==> src/rtl/muldiv_pkg.sv <==
`default_nettype none
// ============================================================================
//  Module      : muldiv_pkg
//  Description : Shared definitions for the iterative RV32M multiply/divide
//                unit: funct3 encodings, FSM state type and the iteration
//                count that fixes the unit's latency.
//  Revision    : 1.0  initial release
// ============================================================================
package muldiv_pkg;

    // funct3 encodings of the RV32M OP instructions
    localparam logic [2:0] c_MUL    = 3'd0;
    localparam logic [2:0] c_MULH   = 3'd1;
    localparam logic [2:0] c_MULHSU = 3'd2;
    localparam logic [2:0] c_MULHU  = 3'd3;
    localparam logic [2:0] c_DIV    = 3'd4;
    localparam logic [2:0] c_DIVU   = 3'd5;
    localparam logic [2:0] c_REM    = 3'd6;
    localparam logic [2:0] c_REMU   = 3'd7;

    // Radix-2 steps per operation; decode-stage hazard logic uses this too
    localparam int c_ITER = 32;

    // Control FSM states
    typedef enum logic [1:0] {
        IDLE = 2'd0,
        CALC = 2'd1,
        DONE = 2'd2
    } state_t;

endpackage : muldiv_pkg
`default_nettype wire

==> src/rtl/muldiv_iter.sv <==
`default_nettype none
// ============================================================================
//  Module      : muldiv_iter
//  Description : Radix-2 datapath. Holds the {hi, lo} accumulator and the
//                multiplicand/divisor. Multiply is shift-add (lo starts as
//                the multiplier), divide is restoring shift-subtract (lo
//                starts as the dividend and collects quotient bits, hi is
//                the partial remainder). Operands are unsigned magnitudes.
//  Revision    : 1.0  initial release
// ============================================================================
module muldiv_iter #(
    parameter int XLEN = 32
) (
    input  logic                clk,
    input  logic                rst,
    input  logic                i_load,
    input  logic                i_step,
    input  logic                i_is_div,
    input  logic [XLEN-1:0]     i_opa,       // multiplicand / dividend
    input  logic [XLEN-1:0]     i_opb,       // multiplier / divisor
    output logic [2*XLEN-1:0]   o_next_acc   // {hi, lo} after the current step
);

    logic [XLEN-1:0] r_hi;
    logic [XLEN-1:0] r_lo;
    logic [XLEN-1:0] r_d;
    logic            r_is_div;

    logic [XLEN:0]   w_add;
    logic [XLEN:0]   w_shift;
    logic [XLEN-1:0] w_diff;
    logic            w_ge;
    logic [XLEN-1:0] w_hi_nxt;
    logic [XLEN-1:0] w_lo_nxt;

    // One radix-2 step of either operation, evaluated every cycle
    always_comb begin
        // multiply: conditionally add multiplicand, then shift {carry,hi,lo} right
        w_add    = {1'b0, r_hi} + (r_lo[0] ? {1'b0, r_d} : {(XLEN+1){1'b0}});
        // divide: shift next dividend bit into the 33-bit partial remainder
        w_shift  = {r_hi, r_lo[XLEN-1]};
        w_ge     = (w_shift >= {1'b0, r_d});
        // when w_ge holds the true difference is below r_d, so it fits XLEN bits
        w_diff   = w_shift[XLEN-1:0] - r_d;
        if (r_is_div) begin
            w_hi_nxt = w_ge ? w_diff : w_shift[XLEN-1:0];
            w_lo_nxt = {r_lo[XLEN-2:0], w_ge};
        end else begin
            w_hi_nxt = w_add[XLEN:1];
            w_lo_nxt = {w_add[0], r_lo[XLEN-1:1]};
        end
        o_next_acc = {w_hi_nxt, w_lo_nxt};
    end

    // Accumulator: load fresh operands or advance by one step
    always_ff @(posedge clk or posedge rst) begin
        if (rst) begin
            r_hi     <= '0;
            r_lo     <= '0;
            r_d      <= '0;
            r_is_div <= 1'b0;
        end else if (i_load) begin
            r_hi     <= '0;
            r_lo     <= i_is_div ? i_opa : i_opb;
            r_d      <= i_is_div ? i_opb : i_opa;
            r_is_div <= i_is_div;
        end else if (i_step) begin
            r_hi     <= w_hi_nxt;
            r_lo     <= w_lo_nxt;
        end
    end

endmodule : muldiv_iter
`default_nettype wire

==> src/rtl/muldiv_unit.sv <==
`default_nettype none
// ============================================================================
//  Module      : muldiv_unit
//  Description : Iterative RV32M multiply/divide unit. Accepts one request
//                while idle, iterates for ITER cycles, then issues a single
//                registered writeback strobe. Handles operand signedness,
//                result sign correction, divide-by-zero and flush.
//  Revision    : 1.0  initial release
// ============================================================================
module muldiv_unit
    import muldiv_pkg::*;
#(
    parameter int XLEN = 32,
    parameter int ITER = c_ITER
) (
    input  logic            clk,
    input  logic            rst,
    input  logic            start,
    input  logic            flush,
    input  logic [2:0]      funct3,
    input  logic [XLEN-1:0] srcreg1_value,
    input  logic [XLEN-1:0] srcreg2_value,
    input  logic [4:0]      dstreg_num,
    output logic            busy,
    output logic            we,
    output logic [4:0]      wb_dstreg_num,
    output logic [XLEN-1:0] wb_dstreg_value
);

    localparam int            CW     = $clog2(ITER);
    localparam logic [CW-1:0] c_LAST = CW'(ITER - 1);

    state_t          r_state;
    logic [CW-1:0]   r_count;
    logic [2:0]      r_funct3;
    logic [4:0]      r_rd;
    logic            r_neg_res;    // product / quotient must be negated
    logic            r_neg_rem;    // remainder must be negated
    logic            r_div0;
    logic [XLEN-1:0] r_dividend;   // raw rs1, returned as REM on divide by zero

    logic            w_s1_signed;
    logic            w_s2_signed;
    logic            w_neg_a;
    logic            w_neg_b;
    logic [XLEN-1:0] w_mag_a;
    logic [XLEN-1:0] w_mag_b;
    logic            w_load;
    logic            w_step;
    logic [2*XLEN-1:0] w_next;
    logic [2*XLEN-1:0] w_prod_s;
    logic [XLEN-1:0] w_quo_s;
    logic [XLEN-1:0] w_rem_s;
    logic [XLEN-1:0] w_result;

    // Operand signedness and magnitudes from the incoming request
    always_comb begin
        w_s1_signed = 1'b0;
        w_s2_signed = 1'b0;
        case (funct3)
            c_MUL, c_MULH, c_DIV, c_REM: begin
                w_s1_signed = 1'b1;
                w_s2_signed = 1'b1;
            end
            c_MULHSU: w_s1_signed = 1'b1;
            default: ;
        endcase
        w_neg_a = w_s1_signed & srcreg1_value[XLEN-1];
        w_neg_b = w_s2_signed & srcreg2_value[XLEN-1];
        // -0x80000000 wraps to 0x80000000, which is the correct unsigned magnitude
        w_mag_a = w_neg_a ? -srcreg1_value : srcreg1_value;
        w_mag_b = w_neg_b ? -srcreg2_value : srcreg2_value;
    end

    assign w_load = (r_state == IDLE) && start && !flush;
    assign w_step = (r_state == CALC) && !flush;

    muldiv_iter #(
        .XLEN       (XLEN)
    ) u_iter (
        .clk        (clk),
        .rst        (rst),
        .i_load     (w_load),
        .i_step     (w_step),
        .i_is_div   (funct3[2]),
        .i_opa      (w_mag_a),
        .i_opb      (w_mag_b),
        .o_next_acc (w_next)
    );

    // Sign correction and result selection from the final step's value.
    // Signed overflow needs no special case: |0x80000000| / 1 gives
    // 0x80000000 with a positive sign and a zero remainder.
    always_comb begin
        w_prod_s = r_neg_res ? -w_next : w_next;
        w_quo_s  = r_neg_res ? -w_next[XLEN-1:0] : w_next[XLEN-1:0];
        w_rem_s  = r_neg_rem ? -w_next[2*XLEN-1:XLEN] : w_next[2*XLEN-1:XLEN];
        case (r_funct3)
            c_MUL:                     w_result = w_prod_s[XLEN-1:0];
            c_MULH, c_MULHSU, c_MULHU: w_result = w_prod_s[2*XLEN-1:XLEN];
            c_DIV, c_DIVU:             w_result = r_div0 ? {XLEN{1'b1}} : w_quo_s;
            default:                   w_result = r_div0 ? r_dividend : w_rem_s;
        endcase
    end

    // Control FSM with registered writeback outputs
    always_ff @(posedge clk or posedge rst) begin
        if (rst) begin
            r_state         <= IDLE;
            r_count         <= '0;
            r_funct3        <= 3'd0;
            r_rd            <= 5'd0;
            r_neg_res       <= 1'b0;
            r_neg_rem       <= 1'b0;
            r_div0          <= 1'b0;
            r_dividend      <= '0;
            busy            <= 1'b0;
            we              <= 1'b0;
            wb_dstreg_num   <= 5'd0;
            wb_dstreg_value <= '0;
        end else if (flush) begin
            // redirect kills any in-flight work and a same-cycle start
            r_state <= IDLE;
            r_count <= '0;
            busy    <= 1'b0;
            we      <= 1'b0;
        end else begin
            case (r_state)
                IDLE: begin
                    we <= 1'b0;
                    if (start) begin
                        r_state    <= CALC;
                        r_count    <= '0;
                        r_funct3   <= funct3;
                        r_rd       <= dstreg_num;
                        r_neg_res  <= w_neg_a ^ w_neg_b;
                        r_neg_rem  <= w_neg_a;
                        r_div0     <= (srcreg2_value == '0);
                        r_dividend <= srcreg1_value;
                        busy       <= 1'b1;
                    end
                end
                CALC: begin
                    r_count <= r_count + 1'b1;
                    if (r_count == c_LAST) begin
                        r_state <= DONE;
                        r_count <= '0;
                        we      <= (r_rd != 5'd0);
                        if (r_rd != 5'd0) begin
                            wb_dstreg_num   <= r_rd;
                            wb_dstreg_value <= w_result;
                        end
                    end
                end
                DONE: begin
                    r_state <= IDLE;
                    busy    <= 1'b0;
                    we      <= 1'b0;
                end
                default: begin
                    r_state <= IDLE;
                    busy    <= 1'b0;
                    we      <= 1'b0;
                end
            endcase
        end
    end

endmodule : muldiv_unit
`default_nettype wire

==> config.mk <==
export PLATFORM = sky130hd
export DESIGN_NAME = muldiv_unit
export DESIGN_NICKNAME = d
export VERILOG_FILES = /design/src/rtl/muldiv_pkg.sv /design/src/rtl/muldiv_iter.sv /design/src/rtl/muldiv_unit.sv
export SDC_FILE = /design/constraint.sdc
export NUM_CORES = 1
export LEC_CHECK = 0
export ABC_CLOCK_PERIOD_IN_PS = 5900
export CAP_MARGIN = 20
export CORE_MARGIN = 1
export CORE_UTILIZATION = 57
export CTS_BUF_LIST = sky130_fd_sc_hd__clkbuf_8
export DETAILED_ROUTE_END_ITERATION = 8
export PLACE_DENSITY_LB_ADDON = 0.15
export SLEW_MARGIN = 10
export SYNTH_ARGS = -nofsm -noshare
export SYNTH_HDL_FRONTEND = slang
export SYNTH_SLANG_ARGS = --single-unit
==> constraint.sdc <==
create_clock -name clk -period 5.9 [get_ports clk]
set_clock_uncertainty 0.2 [all_clocks]
set_input_delay 0.885 -clock clk [delete_from_list [all_inputs] [get_ports clk]]
set_output_delay 0.885 -clock clk [all_outputs]
set_load 0.005 [all_outputs]
==> summary.md <==
| Metric | Value |
|---|---|
| Starting DRC count in detailed routing | 2782 |
| Leak pwr | 0.00816 µW |
| PD cells | 513 nW/µm² |
| Top delay family on crit path | compound AO/OA/AOI/OAI gates |
| Die area | 31700 µm² |
| RePlAce Congestion | 1.11 |
| CP peak stage delay | 0.62 ns |
| TritonCTS clock tree | built |
| Worst path bufs/invs | 2 |
| Final Critical Period | 5.62 ns |
| Clock buffer depth | 2 |
| Cts hold-fix bufs | 0 |
| H-Tree Depth | 4 |
| Vias in the first global route | 17500 |
| Initial core utilization | 0.578 |
| Largest net degree at the start of global routing | 148 |
| Total Power | 10100 µW |
| Sequential share of power | 0.191 |
| Asr flop ratio synth | 1.00 |
| # DRC | 0 |
| Root Driver | clkbuf_8 |
| I/O pin cnt | 115 |
| Area delta synth->final | 11.5% |
| # port buffers | 114 |
| Total gr overflow | 0 |
| Number of synthesis warnings | 0 |
| Synthesized cell area | 17600 µm² |
| DP HPWL | 54200 µm |
| Final Hold Fails | 0 |
| CP Cell Sequence | and2_1, ha_1, inv_1, fa_1, nor2b_1, o2111ai_1, buf_4, a21oi_1, o21ai_0, a21boi_0, o21ai_0, a211oi_2, nand4_1, or4_1, o41ai_1, mux2i_1, nand2_1 |
| Psw | 5730 µW |
| # rows | 64 |
| Status | complete, no violations |
| Latest clock arrival within the worst-skew pair | 0.54 ns |
| Routed Antenna Nets | 0 |
| Number of synthesized register bits | 186 |
| Switching portion of total power | 0.567 |
| Least-Margin Pin Slew | 1.03 ns |
| First-pass iteration count of the detailed router | 8 |
| Synthesized instance count | 2352 |
| Fmax | 0.178 GHz |
| Setup crit end kind | register |
| Hold Crit Class | reg -> reg |
| Yosys top cell by area | dfrtp_1 |
| Syn Area/Cell | 7.50 µm² |
| Clk pwr share | 0.087 |
| Area contributors post-synth | dfrtp_1 26%, nand2_1 7.8%, o21ai_0 6.4% |
| Final slew viol count | 0 |
| VDD IR-drop max | 0.293 mV |
| Comb pwr share | 0.722 |
| Crit path DAT | 5.84 ns |
| Sequential area share after synthesis | 0.264 |
| Most frequent cells in the layout | 366 x nand2_1, 223 x o21ai_0, 185 x dfrtp_1 |
| Most common library cell in the layout ignoring fill and taps | nand2_1 |
| Via count | 19400 |
| Gr usage total | 0.452 |
| Final std cells w/o fill | 2818 |
| Post-synth EDFFs | 0 |
| DP Area | 19300 µm² |
| Fillers | 2735 |
| Die width | 178 µm |
| CP max stage cell | or4_1 |
| Required time of the critical path | 6.12 ns |
| Die H | 178 µm |
| Slew Limit Headroom | 0.310 |
| Top cell type's share of synthesized area | 0.264 |
| Most frequent CP cell | o21ai_0 |
| Detailed Route WL | 71000 µm |
| Nets | 2557 |
| Unique masters post-synth | 96 |
| Final Instance Area | 19700 µm² |
| Share of the clock period used by the worst path | 0.953 |
| Crit-path max FO | 14 |
| Inst Count DP | 2785 |
| Setup CP Type | reg -> reg |
| Share of cells above drive strength 1 | 0.0686 |
| Ys flop type | dfrtp_1 |
| Worst-path clk slew | 0.12 ns |
| Worst setup SP type | register |
| First-pass GRT wire length | 107000 µm |
| P_int | 4370 µW |
| Clk sink count | 186 |
| Vias per cell | 6.89 |
| Syn Nets | 2500 |
| Max-Cap Viols | 0 |
| Core footprint | 30500 µm² |
| # setup viols final | 0 |
| CTS Buf Count | 17 |
| Antenna violations before repair | 3 |
| WL per Instance | 25.2 µm |
[sequential cells by signal, summed over array words and instances, names as in the netlist, 2 cells and up]
name,cells
r_dividend,32
r_state,2
wb_dstreg_value,32
wb_dstreg_num,5
r_rd,5
u_iter.r_d,32
r_count,5
u_iter.r_lo,32
u_iter.r_hi,32
r_funct3,3
[timing repair]
item / 4_1_cts / 5_1_grt
resized for setup: 0 / 6
endpoints found under the setup margin: 0 / 3
setup buffers: 0 / 0
[cells by family (layout without fill, tap and decap cells)]
family | count (synthesis) | in the layout | share of synthesized area
multiplexers | 54 | 54 | 0.0311
buffers and inverters | 225 | 294 | 0.0504
AO/OA/AOI/OAI | 783 | 783 | 0.292
XOR/XNOR | 150 | 150 | 0.0744
flip-flops | 186 | 186 | 0.264
AND/OR/NAND/NOR | 882 | 882 | 0.237
other | 0 | 1 | 0
adder cells (fa/ha/maj) | 72 | 72 | 0.0519
[path summary, 6_finish.rpt]
path,endpoint,depth (start not counted),from,slack [ns]
max in group asynchronous,u_iter.r_d[18]$_DFFE_PP0P_,4,rst,3.73
worst min register to register,wb_dstreg_num[0]$_DFFE_PP0P_,2,wb_dstreg_num[0]$_DFFE_PP0P_,0.29
worst max-delay path,wb_dstreg_value[30]$_DFFE_PP0P_,17,u_iter.r_lo[0]$_DFFE_PP0P_,0.28
min in group asynchronous,u_iter.r_d[5]$_DFFE_PP0P_,2,rst,0.38
worst max register to register,wb_dstreg_value[30]$_DFFE_PP0P_,17,u_iter.r_lo[0]$_DFFE_PP0P_,0.28
worst min-delay path,wb_dstreg_num[0]$_DFFE_PP0P_,2,wb_dstreg_num[0]$_DFFE_PP0P_,0.29
[metal layers]
metal | global-route usage | up-vias | routed length (µm)
li1 | - | 8705 | -
met1 | 0.586 | 9114 | 27200
met2 | 0.655 | 1314 | 29800
met3 | 0.127 | 278 | 8540
met4 | 0.293 | 6 | 5510
met5 | 0 | - | 40
[power by group through the flow]
stage          logic, µW  registers [µW]  clock network [µW]
3_5_place_dp        6880            1930                   0
6_report            7290            1930                 874
2_1_floorplan       4600            1760                   0
3_3_place_gp        6820            1910                   0
4_1_cts             6920            1900                 868
5_1_grt             7670            1950                 913
[worst register-to-register path, cell delays in order (launching register included)]
cell and delay, ns:
dfrtp_1 0.58, and2_1 0.19, ha_1 0.20, inv_1 0.07, fa_1 0.38, nor2b_1 0.26
o2111ai_1 0.38, buf_4 0.30, a21oi_1 0.24, o21ai_0 0.14, a21boi_0 0.18, o21ai_0 0.36
a211oi_2 0.39, nand4_1 0.33, or4_1 0.62, o41ai_1 0.39, mux2i_1 0.24, nand2_1 0.07
[area by class of cell]
cell class,instances,area [µm²],share of cell area
flip-flops and latches,186,4660,0.237
clock buffers,17,234,0.0119
well taps,396,495,0.0252
multi-input cells,1941,12100,0.617
repair buffers,189,1730,0.0881
diodes,1,2.50,0.000127
inverters,74,282,0.0143
clock inverters,14,129,0.00655
[through the flow]
stage | setup WS, ns | util | hold WS, ns | TNS, ns
after floorplan | 0.879 | - | 0.237 | 0
after global placement | 0.519 | 0.632 | 0.260 | 0
after detailed placement | 0.459 | 0.632 | 0.265 | 0
after CTS | 0.412 | 0.644 | 0.291 | 0
after global routing | -0.00986 | 0.645 | 0.316 | -0.00986
final | 0.279 | 0.645 | 0.291 | 0
[cells in the mapped netlist, types with 17 or more instances]
library cell and number:
nand3_1 39, o31ai_1 24, a21o_1 27, or4_1 20, a31oi_1 24, and2_1 44
o21a_1 28, ha_1 70, a21oi_1 176, nor4_1 21, a211oi_1 22, or3_1 23
nand2b_1 23, nand4_1 33, inv_1 73, xnor2_1 84, nor3_1 53, nor2_1 169
a22o_1 19, mux2i_1 48, xor2_1 66, o211ai_1 63, and3_1 17, dfrtp_1 186
nand2_1 368, clkbuf_1 119, o21ai_0 225
No activity file was read; power rests on OpenSTA's default activity.
